[src/rtl/aha_axi_to_sif_read_addr_if.sv]
// AR channel, R-handshake credit return and SIF read-request bundle
// for the AXI-to-SIF read-address front end.
interface aha_axi_to_sif_read_addr_if #(
  parameter int ADDR_W          = 32,
  parameter int MAX_OUTSTANDING = 32
);
  localparam int CNT_W = $clog2(MAX_OUTSTANDING + 1);

  logic [ADDR_W-1:0] ARADDR;
  logic [7:0]        ARLEN;
  logic [2:0]        ARSIZE;
  logic [1:0]        ARBURST;
  logic              ARVALID;
  logic              ARREADY;
  logic              RVALID;
  logic              RREADY;
  logic              SIF_RD_EN;
  logic [ADDR_W-1:0] SIF_RD_ADDR;
  logic [CNT_W-1:0]  OUTSTANDING;
  logic              ERR_UNDERFLOW;

  modport master (
    output ARADDR, ARLEN, ARSIZE, ARBURST, ARVALID, RVALID, RREADY,
    input  ARREADY, SIF_RD_EN, SIF_RD_ADDR, OUTSTANDING, ERR_UNDERFLOW
  );

  modport slave (
    input  ARADDR, ARLEN, ARSIZE, ARBURST, ARVALID, RVALID, RREADY,
    output ARREADY, SIF_RD_EN, SIF_RD_ADDR, OUTSTANDING, ERR_UNDERFLOW
  );
endinterface

[src/rtl/aha_axi_to_sif_read_addr.sv]
// AXI4 read-address front end: expands one AR burst into per-beat SIF read
// requests, throttled by a credit counter sized to the downstream data FIFO.
module aha_axi_to_sif_read_addr #(
  parameter int ADDR_W          = 32,
  parameter int MAX_OUTSTANDING = 32
) (
  input  logic                          ACLK,
  input  logic                          ARESET,
  aha_axi_to_sif_read_addr_if.slave     bus
);
  localparam int CNT_W = $clog2(MAX_OUTSTANDING + 1);

  typedef enum logic [1:0] {ST_INIT, ST_IDLE, ST_BURST} state_t;
  typedef enum logic [1:0] {BM_FIXED, BM_INCR, BM_WRAP} bmode_t;

  state_t            state_reg, state_next;
  bmode_t            mode_reg, mode_cap;
  logic [ADDR_W-1:0] addr_reg, addr_next;
  logic [ADDR_W-1:0] wrap_mask_reg, wrap_mask_cap;
  logic [7:0]        beats_left_reg;
  logic [1:0]        size_reg, size_cap;
  logic [CNT_W-1:0]  out_reg;
  logic              err_reg;

  logic              arready;
  logic              issue;
  logic              ar_fire;
  logic              pop;
  logic              credit_ok;
  logic              wrap_len_ok;
  logic [ADDR_W-1:0] step;

  assign credit_ok = out_reg < CNT_W'(MAX_OUTSTANDING);
  assign ar_fire   = arready && bus.ARVALID;
  assign pop       = bus.RVALID && bus.RREADY;

  // Decode of the AR request at capture time
  assign size_cap    = (bus.ARSIZE > 3'd3) ? 2'd3 : bus.ARSIZE[1:0];
  assign wrap_len_ok = (bus.ARLEN == 8'd1) || (bus.ARLEN == 8'd3) ||
                       (bus.ARLEN == 8'd7) || (bus.ARLEN == 8'd15);
  assign wrap_mask_cap = ((ADDR_W'(bus.ARLEN) + ADDR_W'(1)) << size_cap) - ADDR_W'(1);

  always_comb begin
    mode_cap = BM_INCR;
    if (bus.ARBURST == 2'b00)
      mode_cap = BM_FIXED;
    else if (bus.ARBURST == 2'b10 && wrap_len_ok)
      mode_cap = BM_WRAP;
  end

  always_ff @(posedge ACLK or posedge ARESET) begin
    if (ARESET) state_reg <= ST_INIT;
    else        state_reg <= state_next;
  end

  always_comb begin
    state_next = state_reg;
    arready    = 1'b0;
    issue      = 1'b0;
    case (state_reg)
      ST_INIT:  state_next = ST_IDLE;
      ST_IDLE: begin
        arready = 1'b1;
        if (bus.ARVALID) state_next = ST_BURST;
      end
      ST_BURST: begin
        if (credit_ok) begin
          issue = 1'b1;
          if (beats_left_reg == 8'd0) state_next = ST_IDLE;
        end
      end
      default:  state_next = ST_INIT;
    endcase
  end

  // Wrap keeps the upper (base) bits of the address and rolls the low bits
  assign step = ADDR_W'(1) << size_reg;

  always_comb begin
    addr_next = (addr_reg & ~(step - ADDR_W'(1))) + step;
    case (mode_reg)
      BM_FIXED: addr_next = addr_reg;
      BM_WRAP:  addr_next = (addr_reg & ~wrap_mask_reg) |
                            ((addr_reg + step) & wrap_mask_reg);
      default:  addr_next = (addr_reg & ~(step - ADDR_W'(1))) + step;
    endcase
  end

  always_ff @(posedge ACLK or posedge ARESET) begin
    if (ARESET) begin
      addr_reg       <= '0;
      wrap_mask_reg  <= '0;
      beats_left_reg <= '0;
      size_reg       <= '0;
      mode_reg       <= BM_INCR;
    end else if (ar_fire) begin
      addr_reg       <= bus.ARADDR;
      wrap_mask_reg  <= wrap_mask_cap;
      beats_left_reg <= bus.ARLEN;
      size_reg       <= size_cap;
      mode_reg       <= mode_cap;
    end else if (issue) begin
      addr_reg       <= addr_next;
      beats_left_reg <= beats_left_reg - 8'd1;
    end
  end

  // Credit counter: a simultaneous issue and pop cancel out
  always_ff @(posedge ACLK or posedge ARESET) begin
    if (ARESET) begin
      out_reg <= '0;
      err_reg <= 1'b0;
    end else begin
      case ({issue, pop})
        2'b10: out_reg <= out_reg + CNT_W'(1);
        2'b01: begin
          if (out_reg == '0) err_reg <= 1'b1;
          else               out_reg <= out_reg - CNT_W'(1);
        end
        default: out_reg <= out_reg;
      endcase
    end
  end

  assign bus.ARREADY       = arready;
  assign bus.SIF_RD_EN     = issue;
  assign bus.SIF_RD_ADDR   = addr_reg;
  assign bus.OUTSTANDING   = out_reg;
  assign bus.ERR_UNDERFLOW = err_reg;
endmodule

[src/flat_wrapper.sv]
// flat-port wrapper written by rule: the top's interface ports become plain ports
module aha_axi_to_sif_read_addr_flat 
#(
  parameter int ADDR_W          = 32,
  parameter int MAX_OUTSTANDING = 32
)
  (ACLK, ARESET, bus_ARADDR, bus_ARLEN, bus_ARSIZE, bus_ARBURST, bus_ARVALID, bus_RVALID, bus_RREADY, bus_ARREADY, bus_SIF_RD_EN, bus_SIF_RD_ADDR, bus_OUTSTANDING, bus_ERR_UNDERFLOW);
  aha_axi_to_sif_read_addr_if #(.ADDR_W(ADDR_W), .MAX_OUTSTANDING(MAX_OUTSTANDING)) bus_i ();
  input  logic ACLK;
  input  logic ARESET;
  input wire logic [$bits(bus_i.ARADDR)-1:0] bus_ARADDR;
  input wire logic [$bits(bus_i.ARLEN)-1:0] bus_ARLEN;
  input wire logic [$bits(bus_i.ARSIZE)-1:0] bus_ARSIZE;
  input wire logic [$bits(bus_i.ARBURST)-1:0] bus_ARBURST;
  input wire logic [$bits(bus_i.ARVALID)-1:0] bus_ARVALID;
  input wire logic [$bits(bus_i.RVALID)-1:0] bus_RVALID;
  input wire logic [$bits(bus_i.RREADY)-1:0] bus_RREADY;
  output wire logic [$bits(bus_i.ARREADY)-1:0] bus_ARREADY;
  output wire logic [$bits(bus_i.SIF_RD_EN)-1:0] bus_SIF_RD_EN;
  output wire logic [$bits(bus_i.SIF_RD_ADDR)-1:0] bus_SIF_RD_ADDR;
  output wire logic [$bits(bus_i.OUTSTANDING)-1:0] bus_OUTSTANDING;
  output wire logic [$bits(bus_i.ERR_UNDERFLOW)-1:0] bus_ERR_UNDERFLOW;
  assign bus_i.ARADDR = bus_ARADDR;
  assign bus_i.ARLEN = bus_ARLEN;
  assign bus_i.ARSIZE = bus_ARSIZE;
  assign bus_i.ARBURST = bus_ARBURST;
  assign bus_i.ARVALID = bus_ARVALID;
  assign bus_i.RVALID = bus_RVALID;
  assign bus_i.RREADY = bus_RREADY;
  assign bus_ARREADY = bus_i.ARREADY;
  assign bus_SIF_RD_EN = bus_i.SIF_RD_EN;
  assign bus_SIF_RD_ADDR = bus_i.SIF_RD_ADDR;
  assign bus_OUTSTANDING = bus_i.OUTSTANDING;
  assign bus_ERR_UNDERFLOW = bus_i.ERR_UNDERFLOW;
  aha_axi_to_sif_read_addr #(.ADDR_W(ADDR_W), .MAX_OUTSTANDING(MAX_OUTSTANDING)) u_core (.ACLK(ACLK), .ARESET(ARESET), .bus(bus_i));
endmodule
[config.mk]
export PLATFORM = sky130hd
export DESIGN_NAME = aha_axi_to_sif_read_addr_flat
export DESIGN_NICKNAME = d
export VERILOG_FILES = /design/src/rtl/aha_axi_to_sif_read_addr_if.sv /design/src/rtl/aha_axi_to_sif_read_addr.sv /design/src/flat_wrapper.sv
export SDC_FILE = /design/constraint.sdc
export NUM_CORES = 1
export LEC_CHECK = 0
export CAP_MARGIN = 15
export CORE_ASPECT_RATIO = 1.75
export CORE_MARGIN = 5
export CORE_UTILIZATION = 45
export CTS_BUF_LIST = sky130_fd_sc_hd__clkbuf_2 sky130_fd_sc_hd__clkbuf_4 sky130_fd_sc_hd__clkbuf_8
export CTS_CLUSTER_DIAMETER = 120
export DETAILED_ROUTE_END_ITERATION = 16
export DONT_BUFFER_PORTS = 1
export PLACE_DENSITY = 0.57
export SLEW_MARGIN = 20
export SYNTH_ARGS = -nofsm -noshare
export SYNTH_HDL_FRONTEND = slang
export SYNTH_SLANG_ARGS = --single-unit
[constraint.sdc]
create_clock -name ACLK -period 3.95 [get_ports ACLK]
set_clock_uncertainty 0.05 [all_clocks]
set_input_delay 0.395 -clock ACLK [delete_from_list [all_inputs] [get_ports ACLK]]
set_output_delay 0.395 -clock ACLK [all_outputs]
set_load 0.03 [all_outputs]
After elaboration in Yosys (flattened, before gate mapping)
Index checks and enable logic that the tools add are counted.
- logic and storage cells: 75
- output and inout bits: 41
- register bits after elaboration: 85
- muxes and demuxes: 17
- equality and inequality tests: 15
- reduce and logical (&&, ||, !) cells: 17
- add/subtract/negate cells: 8
- shift-type cells: 2
- order comparisons: 2
- bitwise operators: 6
- operators with widths (cell ; number):
    bitwise AND 32 bit ; 3
    adder 32 bit ; 2
    two-way mux 32 bit ; 2
    inverter 32 bit ; 2
    one-hot mux 32 bit (2 select lines) ; 1
    subtractor 32 x 1 -> 32 bit, second input constant ; 2
    bitwise OR 32 bit ; 1
    left shift 1 x 2 -> 32 bit, first input constant ; 1
    left shift 32 x 2 -> 32 bit ; 1
    two-way mux 8 bit ; 2
    two-way mux 2 bit ; 6
    one-hot mux 6 bit (2 select lines) ; 1
    adder 8 x 1 -> 9 bit, second input constant ; 1
    == test 2 bit, second input constant ; 4
    == test 8 x 1 -> 1 bit, second input constant ; 1
    == test 8 x 2 -> 1 bit, second input constant ; 1
    == test 8 x 3 -> 1 bit, second input constant ; 1
    == test 8 x 4 -> 1 bit, second input constant ; 1
    logical NOT 8 bit ; 1
    subtractor 8 x 1 -> 8 bit, second input constant ; 1
    adder 6 x 1 -> 6 bit, second input constant ; 1
    logical NOT 2 bit ; 3
    logical NOT 6 bit ; 1
    < comparator 6 bit, second input constant ; 1
    other kinds (13) ; 26

Logic depth before layout (Yosys ltp)
Gate-level depths: netlist (run 1).
- word-level depth: 8
- gate-level depth with buffers: 12

Worst setup path before layout (run 1)
OpenSTA, ideal clock, no wires.
- path type: register to register
- start point: reg u_core.size_reg[1]
- end point: reg with a tool-made name
- required time: 3.827 ns
- arrival time: 2.821 ns
- buffers on the path: 1
- cell stages (with the launch flop): 13
- setup slack: 1.005 ns
- period minus slack after synthesis: 2.945 ns
- cells stage by stage: dfrtp_1 buf_2 or2_2 inv_1 ha_1 ha_1 a21oi_1 o41ai_4 a32oi_2 or3_4 xor2_1 a211o_1 a21oi_2
- RTL lines (what ; line ; RTL):
    start: declaration ; aha_axi_to_sif_read_addr.sv:21 ; logic [1:0] size_reg, size_cap;
    start signal: assignment ; aha_axi_to_sif_read_addr.sv:100 ; size_reg <= size_cap;

==> summary.md, run 1 <==
| Metric | Value |
|---|---|
| Status | finished, final reports clean |
| Unrepaired setup endpoints after global routing | false |
| Initial Util | 45.3% |
| Drt first pass iters | 5 |
| Startpoint Class | register |
| Layout cells sized above 1 | under 10% |
| Routed len/inst | 20.6 um |
| Placeable Area | 0.0142 mm^2 |
| Global-route wire length before repair | 31900 um |
| Post-Syn Area | 0.00644 mm^2 |
| NumNets Final | between 800 and 900 |
| Fin crit period | 3.32 ns |
| CP Max Fanout | 13 |
| Register clock-pin slew on the reported worst setup and hold paths | about 0.090 ns |
| Initial antenna violation count | 0 |
| Largest net degree at the start of global routing | 55 |
| Largest cells by area after synthesis | dfrtp_1, nand2_1, xnor2_1 |
| R2R Setup Slk | 0.63 ns |
| Row count | 58 |
| Gate Count Post-Synth | slightly above 800 |
| Worst setup path class | register to register |
| Syn Area/Cell | roughly 8 um^2 |
| CP Capture Type | register |
| Worst slew pin tran | between 0.7 and 0.8 ns |
| Req. time, crit path | between 4 and 5 ns |
| CP peak stage delay | between 0.5 and 0.6 ns |
| Resized cells post-CTS | 0 |
| Buf/Inv on CP | 1 |
| Clk_lat worst skew | between 0.3 and 0.4 ns |
| Synth unique cells | 86 |
| Number of global-route vias before repair | 6093 |
| CTS Root Cell | clkbuf_8 |
| Slew margin rel. | a little under half |
| N_diodes | 0 |
| Syn Nets | 875 |
| CTS max path bufs | 2 |
| Residual DRC count | 0 |
| Htree depth | 3 |
| Area Overhead vs Synth | 4.78% |
| Max-Cap Viols | 0 |
| Max-slew violations | 0 |
| Yosys warns | 0 |
| Most used DFF post-synth | dfrtp_1 |
| Via count | a little under 6000 |
| Final ANT Viol Nets | 0 |
| Slowest cell on crit path | dfrtp_1 |
| Setup TNS | 0 ns |
| Leakage power | 0.00272 uW |
| Post-synth top area cell | dfrtp_1 |
| Iteration-0 DRC Markers | 296 |
| Worst Reg2Reg Path Length in Cells | 10 |
| Total track usage | between 20% and 30% |
| CTS tree | yes |
| Worst hold start | bus_ARADDR[0] |
| Post-CTS Hold Fix Bufs | 1 |
| Fmax | 301 MHz |
| Total Wirelength | 19900 um |
| CTS buffer count | 9 |
| Synth top area share | 29.2% |
| CP top delay family | compound AO/OA/AOI/OAI gates |
| Die area | between 0.015 and 0.02 mm^2 |
| Critical-path cell list | nor2b_1, inv_1, ha_1, a21oi_1, o41ai_4, a32oi_2, nor2_1, xnor2_1, a2111oi_0, a31oi_1 |
| DR vias/cell | 6.14 |
| GP Congestion | 0.916 |
| Hold path cells | 1 |
| Utilization after layout | between 40% and 50% |
| Filler cell count | between 1000 and 1500 |
| I/O Buffers | 0 |
| Final Hold Violating Endpoints | 0 |
| Final Setup Violations | 0 |
| Synth cell count leaders | nand2_1, dfrtp_1, nor2_1 |
| Post-synthesis sequential area ratio | 29.6% |
| Register bit total from synthesis | 76 |
| Worst Hold Class | input port to register |
| Count leader, synth | nand2_1 |
| Die W | 100 um |
| Die height | around 170 um |
| Worst flop-to-flop path startpoint | u_core.size_reg[0]$_DFFE_PP0P_ |
| Worst EP arrival | roughly 3.5 ns |
| Io pins | 91 |
| Asr flop ratio synth | between 90% and 100% |
| Post-DP HPWL | 15100 um |
| EDFF count, synth | 0 |
| Sinks on Clock Net | 76 |
| PD cells | slightly above 700 mW/mm^2 |
| Post-CTS setup repair buffer count | 0 |
| Final period util | 84.1% |
| Worst vdd ir | 0.355 mV |
| Total gr overflow | 0 |
## cell families after synthesis
| group | Yosys count | share of synthesized area (%) |
|---|---|---|
| flip-flops | 76 | 29.6 |
| buffers and inverters | 75 | 5.29 |
| AO/OA/AOI/OAI | 241 | 26.2 |
| adder cells (fa/ha/maj) | 20 | 4.12 |
| AND/OR/NAND/NOR | 320 | 24.7 |
| XOR/XNOR | 63 | 8.57 |
| multiplexers | 10 | 1.63 |
## stage by stage
stage / worst slack, ns / hold WS (ns) / instance area (um^2) / total power, uW / cells
finish: 0.626 / 0.0937 / 6750 / 4850 / 966
global route: 0.265 / 0.0851 / 6750 / 5220 / 966
CTS: 0.653 / 0.0879 / 6750 / 4870 / 966
detailed placement: 0.656 / 0.330 / 6530 / 4220 / 949
global placement: 0.814 / 0.326 / 6530 / 4140 / 949
floorplan: 1.01 / 0.400 / 6440 / 3640 / 805
## routing by layer
| metal | share of wire [%] | wire length, um | vias to the layer above | track usage, % |
|---|---|---|---|---|
| li1 | - | - | 2843 | - |
| met1 | 37 | 7320 | 2837 | 25.4 |
| met2 | 51 | 10200 | 190 | 42.2 |
| met3 | 6.5 | 1300 | 60 | 5.18 |
| met4 | 5.2 | 1040 | 0 | 12.6 |
| met5 | 0 | 0 | - | 0 |
## how the worst max path moves through the flow
| stage | startpoint | to | cells past startpoint |
|---|---|---|---|
| floorplan | u_core.size_reg[1]$_DFFE_PP0P_ | register | 12 |
| global placement | u_core.size_reg[0]$_DFFE_PP0P_ | register | 10 |
| detailed placement | u_core.size_reg[0]$_DFFE_PP0P_ | register | 10 |
| finish | u_core.size_reg[0]$_DFFE_PP0P_ | register | 10 |
| CTS | u_core.size_reg[0]$_DFFE_PP0P_ | register | 10 |
| global route | u_core.size_reg[0]$_DFFE_PP0P_ | register | 10 |
## placed cells by master, fill, tap and decap left out, types with 7 or more instances in the layout
cell,instances
or3_1,8
nor2_1,72
o21ai_0,64
buf_4,14
dfrtp_1,75
nand2b_1,12
nand2_1,103
a21oi_1,45
inv_1,24
a21o_1,18
clkbuf_8,10
o21a_1,9
nor2b_1,14
nor3_1,15
and3_1,7
o22ai_1,7
a31oi_1,14
o221ai_1,10
ha_1,18
nand3_1,30
nand4_1,12
xor2_1,21
xnor2_1,42
## report_power, final
part | leakage [uW] | internal (uW) | switching, uW
Clock | 0.000103 | 314 | 335
Sequential | 0.000909 | 1080 | 869
Combinational | 0.00171 | 959 | 1290
Total | 0.00272 | 2350 | 2500
## final cells by class
cell class | count | area, um^2 | area share [%]
Tap cell | 180 | 225 | 3.34
Sequential cell | 76 | 1900 | 28.2
Multi-Input combinational cell | 654 | 4200 | 62.3
Clock buffer | 10 | 138 | 2.04
Inverter | 25 | 95.1 | 1.41
Timing Repair Buffer | 15 | 115 | 1.71
Clock inverter | 6 | 68.8 | 1.02
(Power assumes the default switching activity.)
==> run 2, diff against run 1 <==
==> constraint.sdc (replaced) <==
create_clock -name ACLK -period 3.2 [get_ports ACLK]
set_clock_uncertainty 0.05 [all_clocks]
set_input_delay 0.32 -clock ACLK [delete_from_list [all_inputs] [get_ports ACLK]]
set_output_delay 0.32 -clock ACLK [all_outputs]
set_load 0.03 [all_outputs]
==> summary.md, run 2 (synthesized netlist as in run 1, its figures left out) <==
| Metric | Value |
|---|---|
| Iteration-0 DRC Markers | 265 |
| Placeable Area | 0.0142 mm^2 |
| Setup TNS | 0 ns |
| NumNets Final | 881 |
| Utilization after layout | 49.3% |
| Uppermost routed layer | met4 |
| Worst slew pin tran | 0.932 ns |
| CTS max path bufs | 2 |
| Die W | 100 um |
| Die height | 168 um |
| Largest net degree at the start of global routing | 49 |
| PD cells | 901 mW/mm^2 |
| Worst vdd ir | roughly 0.54 mV |
| Fin crit period | 2.93 ns |
| Clock group share of total power | between 10 and 15% |
| Worst flop-to-flop path startpoint | u_core.size_reg[1]$_DFFE_PP0P_ |
| Sw Ratio | roughly half |
| Max-slew violations | 0 |
| CTS tree | yes |
| Most common cell after layout, fill and taps aside | nand2_1 |
| DR vias/cell | 6.17 |
| Worst Hold Class | input port to register |
| Total gr overflow | 0 |
| Reg power frac | 33.8% |
| Logic pwr share | between 50 and 60% |
| Total track usage | 24.0% |
| Initial Util | 45.3% |
| Status | finished, final reports clean |
| Initial antenna violation count | 1 |
| Layout cells sized above 1 | around 13% |
| Met3 WL | 1220 um |
| Final Hold Violating Endpoints | 0 |
| Setup crit start | u_core.size_reg[1]$_DFFE_PP0P_ |
| CP Capture Type | register |
| Residual DRC count | 0 |
| Global-route wire length before repair | 32300 um |
| Final period util | about nine tenths |
| Total Wirelength | roughly 20000 um |
| Unrepaired setup endpoints after global routing | false |
| Worst setup path class | register to register |
| Post-DP HPWL | 15600 um |
| Area Overhead vs Synth | 8.92% |
| Req. time, crit path | 3.45 ns |
| Worst Reg2Reg Path Length in Cells | 11 |
| CTS buffer count | 9 |
| Htree depth | 3 |
| Metal2 WL | about 10000 um |
| I/O Buffers | 0 |
| Worst EP arrival | around 3.2 ns |
| Switch Pwr | about 3100 uW |
| Final ANT Viol Nets | 0 |
| M1 wire length | 7430 um |
| Leakage power | 0.00287 uW |
| Worst hold start | bus_ARADDR[21] |
| Via count | 6151 |
| Sinks on Clock Net | 76 |
| Io pins | 91 |
| R2R Setup Slk | 0.27 ns |
| Number of global-route vias before repair | 6120 |
| Internal power | roughly 3200 uW |
| Register clock-pin slew on the reported worst setup and hold paths | 0.09 ns |
| Final Setup Violations | 0 |
| Startpoint Class | register |
| Clk_lat worst skew | 0.37 ns |
| CP Max Fanout | 6 |
| Most frequent cells in the layout | nand2_1, dfrtp_1, nor2_1 |
| Routed len/inst | 20.3 um |
| Max-Cap Viols | 0 |
| Slew margin rel. | 37.5% |
| Row count | 58 |
| Fmax | 341 MHz |
| Post-CTS setup repair buffer count | 0 |
| Die area | ~0.017 mm^2 |
| GP Congestion | roughly 0.90 |
| CTS Root Cell | clkbuf_8 |
| Drt first pass iters | 7 |
-- run 2: cell count changes in the layout (fill, tap and decap cells not counted), sizes merged --
| cell | before | now |
|---|---|---|
| buf | 14 | 44 |
| bufinv | 1 | 2 |
| clkinv | 3 | 2 |
| diode | 0 | 1 |
-- run 2: repair_timing --
item,4_1_cts,5_1_grt
endpoints found under the setup margin,0,1
gates resized for setup,0,1
hold buffers,1,0
endpoints found under the hold margin,45,0
-- run 2: per-stage QoR --
| step | cell area, um^2 | power, uW | instances | hold slack (ns) | setup slack, ns |
|---|---|---|---|---|---|
| floorplan | 6440 | 4490 | 805 | 0.387 | 0.255 |
| global placement | 6770 | 5340 | 979 | 0.347 | 0.330 |
| detailed placement | 6770 | 5440 | 979 | 0.364 | 0.276 |
| CTS | 7010 | 6340 | 996 | 0.00517 | 0.241 |
| global route | 7010 | 6800 | 997 | 0.0133 | 0.0514 |
| finish | 7010 | 6320 | 997 | 0.0152 | 0.269 |
-- run 2: power groups by stage --
stage                     logic [uW]  clock network, uW  registers [uW]
after floorplan                 2300                  0            2190
final                           3300                884            2140
after detailed placement        3290                  0            2160
after global routing            3670                931            2200
after CTS                       3310                893            2140
after global placement          3210                  0            2140
-- run 2: worst min path at each step --
stage	slack (ns)	to	depth (start not counted)
detailed placement	0.36	u_core.state_reg[0]$_DFFE_PP0P_	1
finish	0.02	register	1
floorplan	0.39	register	2
global placement	0.35	u_core.wrap_mask_reg[25]$_DFFE_PP0P_	1
global route	0.01	register	2
CTS	0.005	register	1
-- run 2: cell type report --
class | instances | area [um^2]
clock inverters | 6 | 93.8
diodes | 1 | 2.50
multi-input cells | 654 | 4200
fillers | 1448 | 7210
clock buffers | 10 | 138
repair buffers | 45 | 353
well taps | 180 | 225
flip-flops and latches | 76 | 1900
inverters | 25 | 95.1
-- run 2: critical path, cell delays in order (launching register included) --
cell     delay, ns
dfrtp_1       0.38
or2_2         0.31
inv_1         0.08
ha_1          0.24
ha_1          0.28
a21oi_1       0.10
o41ai_4       0.31
a32oi_2       0.13
or3_4         0.40
xor2_1        0.15
a211o_1       0.32
a21oi_2       0.12
-- run 2: routing by layer --
layer  GRT usage [%]  up-vias
li1                -     2905
met1            26.0     2984
met2            42.2      206
met3            5.27       56
met4            13.9        0
met5               0        -
